`src/rtl/serial_frame_rx.sv`:
```
// serial_frame_rx: deserializes LSB-first frames, each followed by one even
// parity bit, from a single-bit valid/ready link. Each frame is presented
// through a one-entry output register with a valid/ready handshake.
// rx_finish goes high once NUM_FRAMES frames have been received.
//
// Link handshake: a bit moves on any cycle where tx_valid && rx_ready.
// tx_data is ignored on every other cycle. rx_ready depends only on the
// registered state, out_valid and out_ready. It never depends on tx_valid.
// Output handshake: a frame is consumed on a cycle where out_valid && out_ready.
module serial_frame_rx #(
   parameter int DATA_W     = 8,
   parameter int NUM_FRAMES = 4,
   parameter int CNT_W      = 16
) (
   input  logic              clk,
   input  logic              rst,
   input  logic              tx_data,
   input  logic              tx_valid,
   output logic              rx_ready,
   output logic [DATA_W-1:0] out_data,
   output logic              out_perr,
   output logic              out_valid,
   input  logic              out_ready,
   output logic [CNT_W-1:0]  frame_cnt,
   output logic [CNT_W-1:0]  err_cnt,
   output logic              rx_finish,
   output logic [1:0]        dbg_state_o
);

   localparam int IDX_W = $clog2(DATA_W);
   localparam logic [IDX_W-1:0] LAST_IDX = IDX_W'(DATA_W - 1);

   typedef enum logic [1:0] {
      RECV   = 2'd0,
      PARITY = 2'd1,
      DONE   = 2'd2
   } state_t;

   state_t             state_q;
   logic [IDX_W-1:0]   bit_idx_q;
   logic [DATA_W-1:0]  shift_q;
   logic [DATA_W-1:0]  out_data_q;
   logic               out_perr_q;
   logic               out_valid_q;
   logic [CNT_W-1:0]   frame_cnt_q;
   logic [CNT_W-1:0]   frame_cnt_d;
   logic [CNT_W-1:0]   err_cnt_q;
   logic [CNT_W-1:0]   err_cnt_d;
   logic               rx_finish_q;
   logic               perr_d;
   logic               xfer;

   // Ready decode: data bits are always accepted. The parity bit waits for
   // room in the output register. Nothing is accepted in DONE or during reset.
   always_comb begin
      rx_ready = 1'b0;
      if (!rst) begin
         case (state_q)
            RECV:    rx_ready = 1'b1;
            PARITY:  rx_ready = !out_valid_q || out_ready;
            default: rx_ready = 1'b0;
         endcase
      end
   end

   assign xfer = tx_valid && rx_ready;

   // Next values used when the parity bit lands. Both counters saturate.
   always_comb begin
      perr_d      = (^shift_q) ^ tx_data;
      frame_cnt_d = (frame_cnt_q == {CNT_W{1'b1}}) ? frame_cnt_q : frame_cnt_q + 1'b1;
      err_cnt_d   = err_cnt_q;
      if (perr_d && (err_cnt_q != {CNT_W{1'b1}})) begin
         err_cnt_d = err_cnt_q + 1'b1;
      end
   end

   // Receive FSM, output register and counters.
   always_ff @(posedge clk) begin
      if (rst) begin
         state_q     <= RECV;
         bit_idx_q   <= '0;
         shift_q     <= '0;
         out_data_q  <= '0;
         out_perr_q  <= 1'b0;
         out_valid_q <= 1'b0;
         frame_cnt_q <= '0;
         err_cnt_q   <= '0;
         rx_finish_q <= 1'b0;
      end else begin
         // A consume with no capture empties the register. A capture below
         // overrides this, so a consume and a capture in the same cycle
         // replace the frame.
         if (out_valid_q && out_ready) begin
            out_valid_q <= 1'b0;
         end
         case (state_q)
            RECV: begin
               if (xfer) begin
                  shift_q[bit_idx_q] <= tx_data;
                  if (bit_idx_q == LAST_IDX) begin
                     bit_idx_q <= '0;
                     state_q   <= PARITY;
                  end else begin
                     bit_idx_q <= bit_idx_q + 1'b1;
                  end
               end
            end
            PARITY: begin
               if (xfer) begin
                  out_data_q  <= shift_q;
                  out_perr_q  <= perr_d;
                  out_valid_q <= 1'b1;
                  frame_cnt_q <= frame_cnt_d;
                  err_cnt_q   <= err_cnt_d;
                  if (frame_cnt_d == CNT_W'(NUM_FRAMES)) begin
                     state_q     <= DONE;
                     rx_finish_q <= 1'b1;
                  end else begin
                     state_q <= RECV;
                  end
               end
            end
            default: begin
               state_q <= DONE;
            end
         endcase
      end
   end

   assign out_data    = out_data_q;
   assign out_perr    = out_perr_q;
   assign out_valid   = out_valid_q;
   assign frame_cnt   = frame_cnt_q;
   assign err_cnt     = err_cnt_q;
   assign rx_finish   = rx_finish_q;
   assign dbg_state_o = state_q;

endmodule

```
`config.mk`:
```
export PLATFORM = sky130hd
export DESIGN_NAME = serial_frame_rx
export DESIGN_NICKNAME = d
export VERILOG_FILES = /design/src/rtl/serial_frame_rx.sv
export SDC_FILE = /design/constraint.sdc
export NUM_CORES = 1
export LEC_CHECK = 0
export CAP_MARGIN = 20
export CORE_MARGIN = 5
export CORE_UTILIZATION = 45
export DETAILED_ROUTE_END_ITERATION = 7
export GPL_TIMING_DRIVEN = 1
export PLACE_DENSITY = 0.75
export SETUP_SLACK_MARGIN = 0.02
export SYNTH_ARGS = -nofsm -noshare
export SYNTH_HDL_FRONTEND = slang
export SYNTH_SLANG_ARGS = --single-unit
```
`constraint.sdc`:
```
create_clock -name clk -period 4.6 [get_ports clk]
set_input_delay 0.69 -clock clk [delete_from_list [all_inputs] [get_ports clk]]
set_output_delay 0.69 -clock clk [all_outputs]
set_load 0.02 [all_outputs]
```
==> PnR_summary.wiki, run 1 <==
{| class="wikitable"
! Metric !! Value
|-
| Status || complete, no violations
|-
| Worst hold endpoint || out_data[5]
|-
| Final clock skew || 5.08 ps
|-
| Final setup TNS || 0 ps
|-
| Share of cells above drive strength 1 || 3.96%
|-
| Top Ports || 51
|-
| Min-Delay Path Depth || 2
|-
| Count leader, synth || sky130_fd_sc_hd__dfxtp_1
|-
| Average via count per standard cell || 5.47
|-
| Min Hold Slack || 458 ps
|-
| Nets@finish || 387
|-
| Overall routed net length || 6190 um
|-
| Final setup violating endpoints || 0
|-
| Cells after synthesis || 334
|-
| Final critical path time including I/O delays and setup || 2880 ps
|-
| Required time reported for the critical path endpoint || 4840 ps
|-
| Hold Fails Final Rpt || 0
|-
| Via count of the first global-routing pass || 2246
|-
| Unrepaired setup endpoints after global routing || false
|-
| Source of the worst hold timing path || out_data[5]
|-
| Ranking of synthesized cells by area || sky130_fd_sc_hd__dfxtp_1 41%, sky130_fd_sc_hd__nand2_1 7.4%, sky130_fd_sc_hd__nor2_1 4.9%
|-
| Post-synth ARST share || 0%
|-
| Actual slew at the worst max-slew pin || 647 ps
|-
| Type of destination of the critical path || flip-flop
|-
| Antenna Diode Count || 0
|-
| Total iterations of the first detailed-routing run || 4
|-
| Proportion of power drawn by combinational gates || 3.7%
|-
| Leak pwr || 0.00110 uW
|-
| Area delta synth->final || 23.4%
|-
| Routability congestion estimate || 0.854
|-
| Hold Crit Class || flip-flop to flip-flop
|-
| Setup slack on the worst flop-to-flop path || 2090 ps
|-
| Clock network fraction of total power || 35.0%
|-
| Maximum operating frequency || 0.348 GHz
|-
| Clk slew on worst S/H paths || 90 ps
|-
| Final Cycle Share || 62.5%
|-
| Total global routing overflow || 0
|-
| Register area || 1120 um^2
|-
| Post-synthesis cell type count || 46
|-
| Avg Synthesized Cell Area || 8.21 um^2
|-
| Primary FF master, synth || sky130_fd_sc_hd__dfxtp_1
|-
| Area of combinational cells with multiple inputs || 1540 um^2
|-
| Starting density of the core || 46.3%
|-
| Worst vdd ir || 0.115 mV
|-
| Die X-Extent || 88.1 um
|-
| CTS tree || done
|-
| Power share of the sequential group || 61.3%
|-
| Share of total power consumed by net switching || 22.1%
|-
| Count of instances resized after the clock tree is built || 0
|-
| Number of antenna violations at the first check in global routing || 0
|-
| Yosys warnings || 0
|-
| Root buffer cell || sky130_fd_sc_hd__clkbuf_8
|-
| Top cells by instance count after synthesis || 56 x sky130_fd_sc_hd__dfxtp_1, 54 x sky130_fd_sc_hd__nand2_1, 36 x sky130_fd_sc_hd__nor2_1
|-
| Antenna viol nets, final || 0
|-
| Switching Power || 176 uW
|-
| Largest stage delay on the critical path || 650 ps
|-
| GRT Util Overall || 16.8%
|-
| Proportion of synthesized chip area in sequential cells || 40.9%
|-
| Top cell type's share of synthesized area || 40.9%
|-
| Number of enable-type register cells in the synthesized netlist || 0
|-
| Total Die Area || 7760 um^2
|-
| Most area-hungry cell type in the Yosys netlist || sky130_fd_sc_hd__dfxtp_1
|-
| Final number of max-transition violations || 0
|-
| Clock latency on the worst-skew pair || 310 ps
|-
| Global-route wire length before repair || 10500 um
|-
| Critical setup path kind || input port to flip-flop
|-
| Number of storage elements in the synthesis netlist || 56
|-
| Vertical die dimension || 88.1 um
|-
| Power per cell area || 235 nW/um^2
|-
| Via count of the routed design || 2483
|-
| Internal Pwr Total || 619 uW
|-
| Clock buffer count from CTS || 5
|-
| Detailed-route DRC error count || 0
|-
| Crit-path max FO || 15
|-
| Number of levels the H-tree was split into || 2
|-
| Beginning of the worst register-to-register path || frame_cnt[0]
|-
| Pin count of the biggest net entering global routing || 55
|-
| I/O Buffers || 50
|-
| Reg2Reg Depth || 7
|-
| Core Box Area || 5920 um^2
|-
| Nets in the synthesized netlist || 343
|-
| Cell area after synthesis || 2740 um^2
|-
| Max-capacitance violation count || 0
|-
| CP Cell Sequence || clkdlybuf4s50_1 -> xnor2_1 -> xnor3_1 -> xor2_1 -> or3_4 -> or4_1 -> a21oi_1
|-
| Hold bufs inserted after CTS || 0
|-
| Max Root-Sink Buffers || 2
|-
| Worst Path Arrival || 3110 ps
|-
| Number of buffers added for setup after CTS || 0
|-
| Sinks on Clock Net || 56
|-
| Slowest cell on the critical path || sky130_fd_sc_hd__clkdlybuf4s50_1
|-
| Final HPWL DP || 4390 um
|-
| Violation count after the first detailed-routing iteration || 109
|-
| WL per Instance || 13.6 um
|-
| Headroom to the max-slew limit || 56.5%
|-
| Fill cells || 557
|-
| Startpoint type of the worst setup path || input port
|-
| Core Rows || 28
|-
| RR Endpoint || frame_cnt[3]
|}
## sequential cells by signal, indices dropped and copies added (netlist names)
signal and cells:
rx_finish 1, out_valid 1, out_perr 1, dbg_state_o 2
bit_idx_q 3, frame_cnt 16, shift_q 8, err_cnt 16
out_data 8
## how the worst max path moves through the flow
| stage | from | cells after the start | end |
|---|---|---|---|
| after detailed placement | tx_data | 7 | err_cnt[13] |
| after floorplan | tx_data | 8 | err_cnt[15] |
| final | tx_data | 7 | err_cnt[13] |
| after CTS | tx_data | 7 | err_cnt[13] |
| after global placement | tx_data | 7 | err_cnt[9] |
| after global routing | tx_data | 7 | err_cnt[13] |
## cell type report
cell class                 instances  share of cell area [%]
clock buffer                       7                    2.55
clock inverter                     1                   0.222
inverter                           6                   0.666
multi-input combinational        257                    45.6
sequential                        56                    33.1
tap                               75                    2.77
timing repair buffer              52                    15.1
## worst max-delay path: cells and delay by family
kind / cells / cell delay, ps
AND/OR/NAND/NOR: 2 / 970
AO/OA/AOI/OAI: 1 / 150
XOR/XNOR: 3 / 650
buffers and inverters: 1 / 650
## placed cells by master, fill, tap and decap left out, types with 3 or more instances in the layout
cell type                         count
sky130_fd_sc_hd__a21oi_1             23
sky130_fd_sc_hd__and3_1               5
sky130_fd_sc_hd__and4_1               5
sky130_fd_sc_hd__clkbuf_8             6
sky130_fd_sc_hd__clkdlybuf4s50_1     49
sky130_fd_sc_hd__dfxtp_1             56
sky130_fd_sc_hd__ha_1                 4
sky130_fd_sc_hd__inv_1                6
sky130_fd_sc_hd__mux2i_1             11
sky130_fd_sc_hd__nand2_1             54
sky130_fd_sc_hd__nand2b_1             4
sky130_fd_sc_hd__nand3_1             13
sky130_fd_sc_hd__nand4_1              8
sky130_fd_sc_hd__nor2_1              36
sky130_fd_sc_hd__nor3_1              15
sky130_fd_sc_hd__nor3b_1              6
sky130_fd_sc_hd__o21ai_0              7
sky130_fd_sc_hd__o31ai_1              4
sky130_fd_sc_hd__or3_1                3
sky130_fd_sc_hd__or4_1                4
sky130_fd_sc_hd__xnor2_1             12
sky130_fd_sc_hd__xor2_1              12
## routing by layer
| layer | vias to the layer above | wire length, um | track usage, % |
|---|---|---|---|
| met1 | 1157 | 2920 | 22.2 |
| li1 | 1262 | - | - |
| met5 | - | 0 | 0 |
| met4 | 0 | 116 | 6.73 |
| met3 | 8 | 324 | 4.23 |
| met2 | 56 | 2830 | 26.2 |
## per-stage QoR
stage,worst slack [ps],std cells,util (%),total power (uW),cell area (um^2)
floorplan,1950,334,-,520,2740
global placement,1460,446,55.6,528,3290
detailed placement,1410,446,55.6,529,3290
CTS,1730,454,57.1,805,3380
global route,1640,454,57.1,827,3380
finish,1720,454,57.1,796,3380
## power groups by stage
stage | clock network (uW) | registers (uW) | logic [uW]
2_1_floorplan | 0 | 499 | 21.2
3_5_place_dp | 0 | 499 | 29.8
3_3_place_gp | 0 | 499 | 29.2
5_1_grt | 306 | 488 | 32.6
6_report | 278 | 488 | 29.5
4_1_cts | 287 | 488 | 29.9
## kinds of logic (layout without fill, tap and decap cells)
family / after synthesis / count (layout) / share of synthesized area, %
mux: 11 / 11 / 4.01
buf+inv: 21 / 66 / 2.92
compound gates: 50 / 50 / 11.3
fa+ha+maj: 4 / 4 / 1.82
flops: 56 / 56 / 40.9
simple gates: 166 / 166 / 30.0
xor+xnor: 26 / 26 / 9.08
Note: power is estimated with default switching activity, not from simulation.
==> run 2, diff against run 1 <==
Settings changed: PLACE_DENSITY 0.75 to 0.78.
Clock period 4.6 ns to 2.4 ns, I/O delays scaled along.
==> run 2 against run 1 <==
Wire length increased by 8.8%. Register-to-register slack lost 2000 ps. Clock-buffer cell count is 2 lower. Sequential power grew 92%. Sequential share of layout area shrank 1.7 points. Global-route usage rose by 1.1 points. Sequential cell count did not move. Highest routed layer is now met5.
==> PnR_summary.wiki, run 2 (synthesis results as in run 1) <==
{| class="wikitable"
! Metric !! Value
|-
| Instance area after placement || 3420 um^2
|-
| Via count of the routed design || 2583
|-
| I/O Buffers || 50
|-
| Average via count per standard cell || 5.45
|-
| Setup slack of the critical path after layout || 95.3 ps
|-
| Total global routing overflow || 0
|-
| GRT Util Overall || 17.9%
|-
| Actual slew at the worst max-slew pin || 528 ps
|-
| Headroom to the max-slew limit || 64.8%
|-
| Reg2Reg Depth || 7
|-
| Detailed-route DRC error count || 0
|-
| Final clock skew || 10.3 ps
|-
| Root buffer cell || sky130_fd_sc_hd__clkbuf_8
|-
| Worst Path Arrival || 2560 ps
|-
| Final critical path time including I/O delays and setup || 2300 ps
|-
| Die X-Extent || 88.1 um
|-
| Hold Crit Class || flip-flop to flip-flop
|-
| Global-route wire length before repair || 11100 um
|-
| Hold Fails Final Rpt || 0
|-
| Required time reported for the critical path endpoint || 2660 ps
|-
| Final HPWL DP || 4700 um
|-
| Total iterations of the first detailed-routing run || 4
|-
| Via count of the first global-routing pass || 2528
|-
| Starting density of the core || 46.3%
|-
| Violation count after the first detailed-routing iteration || 119
|-
| Max-capacitance violation count || 0
|-
| Antenna Diode Count || 0
|-
| Vertical die dimension || 88.1 um
|-
| Unrepaired setup endpoints after global routing || false
|-
| Final number of max-transition violations || 0
|-
| Max Root-Sink Buffers || 2
|-
| Number of antenna violations at the first check in global routing || 1
|-
| Power per cell area || 456 nW/um^2
|-
| Finished layout cell area || 3570 um^2
|-
| WL per Instance || 14.2 um
|-
| Worst vdd ir || 0.306 mV
|-
| Sinks on Clock Net || 56
|-
| Status || complete, no violations
|-
| Total Die Area || 7760 um^2
|-
| Startpoint type of the worst setup path || flip-flop
|-
| Pin count of the biggest net entering global routing || 54
|-
| Most frequent standard cell in the layout excluding fill and tap cells || sky130_fd_sc_hd__dfxtp_1
|-
| Number of levels the H-tree was split into || 2
|-
| Leak pwr || 0.00123 uW
|-
| Core Box Area || 5920 um^2
|-
| CTS tree || done
|-
| Share of cells above drive strength 1 || 10.0%
|-
| Type of destination of the critical path || flip-flop
|-
| Clk slew on worst S/H paths || 100 ps
|-
| Core Rows || 28
|-
| Dpl ws || -211 ps
|-
| Critical setup path kind || flip-flop to flip-flop
|-
| Overall routed net length || 6740 um
|-
| Final setup violating endpoints || 0
|-
| Area delta synth->final || 30.2%
|-
| Clock buffer count from CTS || 5
|-
| Top Ports || 51
|-
| Nets@finish || 407
|-
| Highest-count cells in the layout ignoring fill and taps || 55 x sky130_fd_sc_hd__dfxtp_1, 54 x sky130_fd_sc_hd__nand2_1, 48 x sky130_fd_sc_hd__clkdlybuf4s50_1, 36 x sky130_fd_sc_hd__nor2_1, 22 x sky130_fd_sc_hd__a21oi_1
|-
| Clock latency on the worst-skew pair || 320 ps
|-
| Crit-path max FO || 7
|-
| Antenna viol nets, final || 0
|-
| Final Cycle Share || 96.0%
|-
| Maximum operating frequency || 0.434 GHz
|-
| Routability congestion estimate || 0.843
|-
| Min-Delay Path Depth || 2
|}
-- run 2: changes by cell type in the layout (fill, tap and decap cells not counted), sizes merged --
cell,before,now
clkbuf,7,5
bufinv,0,1
buf,3,23
dlymetal6s2s,0,1
clkinv,0,1
clkdlybuf4s50,49,48
-- run 2: area by class of cell --
| class | instances | area, um^2 |
|---|---|---|
| Clock buffer | 5 | 68.8 |
| Clock inverter | 3 | 42.5 |
| Fill cell | 516 | 2350 |
| Inverter | 6 | 22.5 |
| Multi-Input combinational cell | 257 | 1560 |
| Sequential cell | 56 | 1120 |
| Tap cell | 75 | 93.8 |
| Timing Repair Buffer | 72 | 667 |
-- run 2: power by group --
part           leakage [uW]  switching (uW)  internal, uW  total (uW)
clock network     0.0000541             315           309         625
registers          0.000452            3.89           932         936
logic              0.000721            38.2          30.8        69.0
-- run 2: worst paths after layout --
path	startpoint	endpoint	slack, ps
max	shift_q[0]	err_cnt[3]	100
min	out_data[5]	out_data[5]	460
max reg2reg	shift_q[0]	err_cnt[3]	100
min reg2reg	out_data[5]	out_data[5]	460
-- run 2: routing by layer --
| metal | wire [um] | track usage (%) | up-vias |
|---|---|---|---|
| li1 | - | - | 1299 |
| met1 | 3150 | 22.3 | 1206 |
| met2 | 3180 | 29.9 | 62 |
| met3 | 300 | 4.23 | 14 |
| met4 | 108 | 7.01 | 2 |
| met5 | 7 | 0 | - |
-- run 2: what timing repair did --
item / in CTS / in global routing
hold buffers: 0 / 0
setup endpoints to repair: 0 / 3
gates resized for setup: 0 / 8
setup buffers: 0 / 2
endpoints found under the hold margin: 0 / 0
-- run 2: per-stage QoR --
step | cells | utilization [%] | hold slack, ps | power, uW | setup TNS [ps]
floorplan | 334 | - | 456 | 997 | 0
global placement | 464 | 57.8 | 442 | 1020 | -780
detailed placement | 464 | 57.8 | 447 | 1020 | -1050
CTS | 472 | 59.7 | 462 | 1640 | 0
global route | 474 | 60.3 | 490 | 1680 | 0
finish | 474 | 60.3 | 459 | 1630 | 0
-- run 2: critical path, stage by stage, from the launching register on --
cell and delay, ps:
sky130_fd_sc_hd__dfxtp_2 350, sky130_fd_sc_hd__xnor2_1 150, sky130_fd_sc_hd__xnor3_1 440, sky130_fd_sc_hd__xor2_1 190, sky130_fd_sc_hd__or3_4 450, sky130_fd_sc_hd__buf_6 150
sky130_fd_sc_hd__or3_4 360, sky130_fd_sc_hd__a21oi_2 150
==> run 3, diff against run 2 <==
Settings changed: CAP_MARGIN 20 to 40, CTS_CLUSTER_DIAMETER from default to 100.
==> results of run 3 <==
Same layout as run 2: the final DEF is identical, and so are final timing and power.
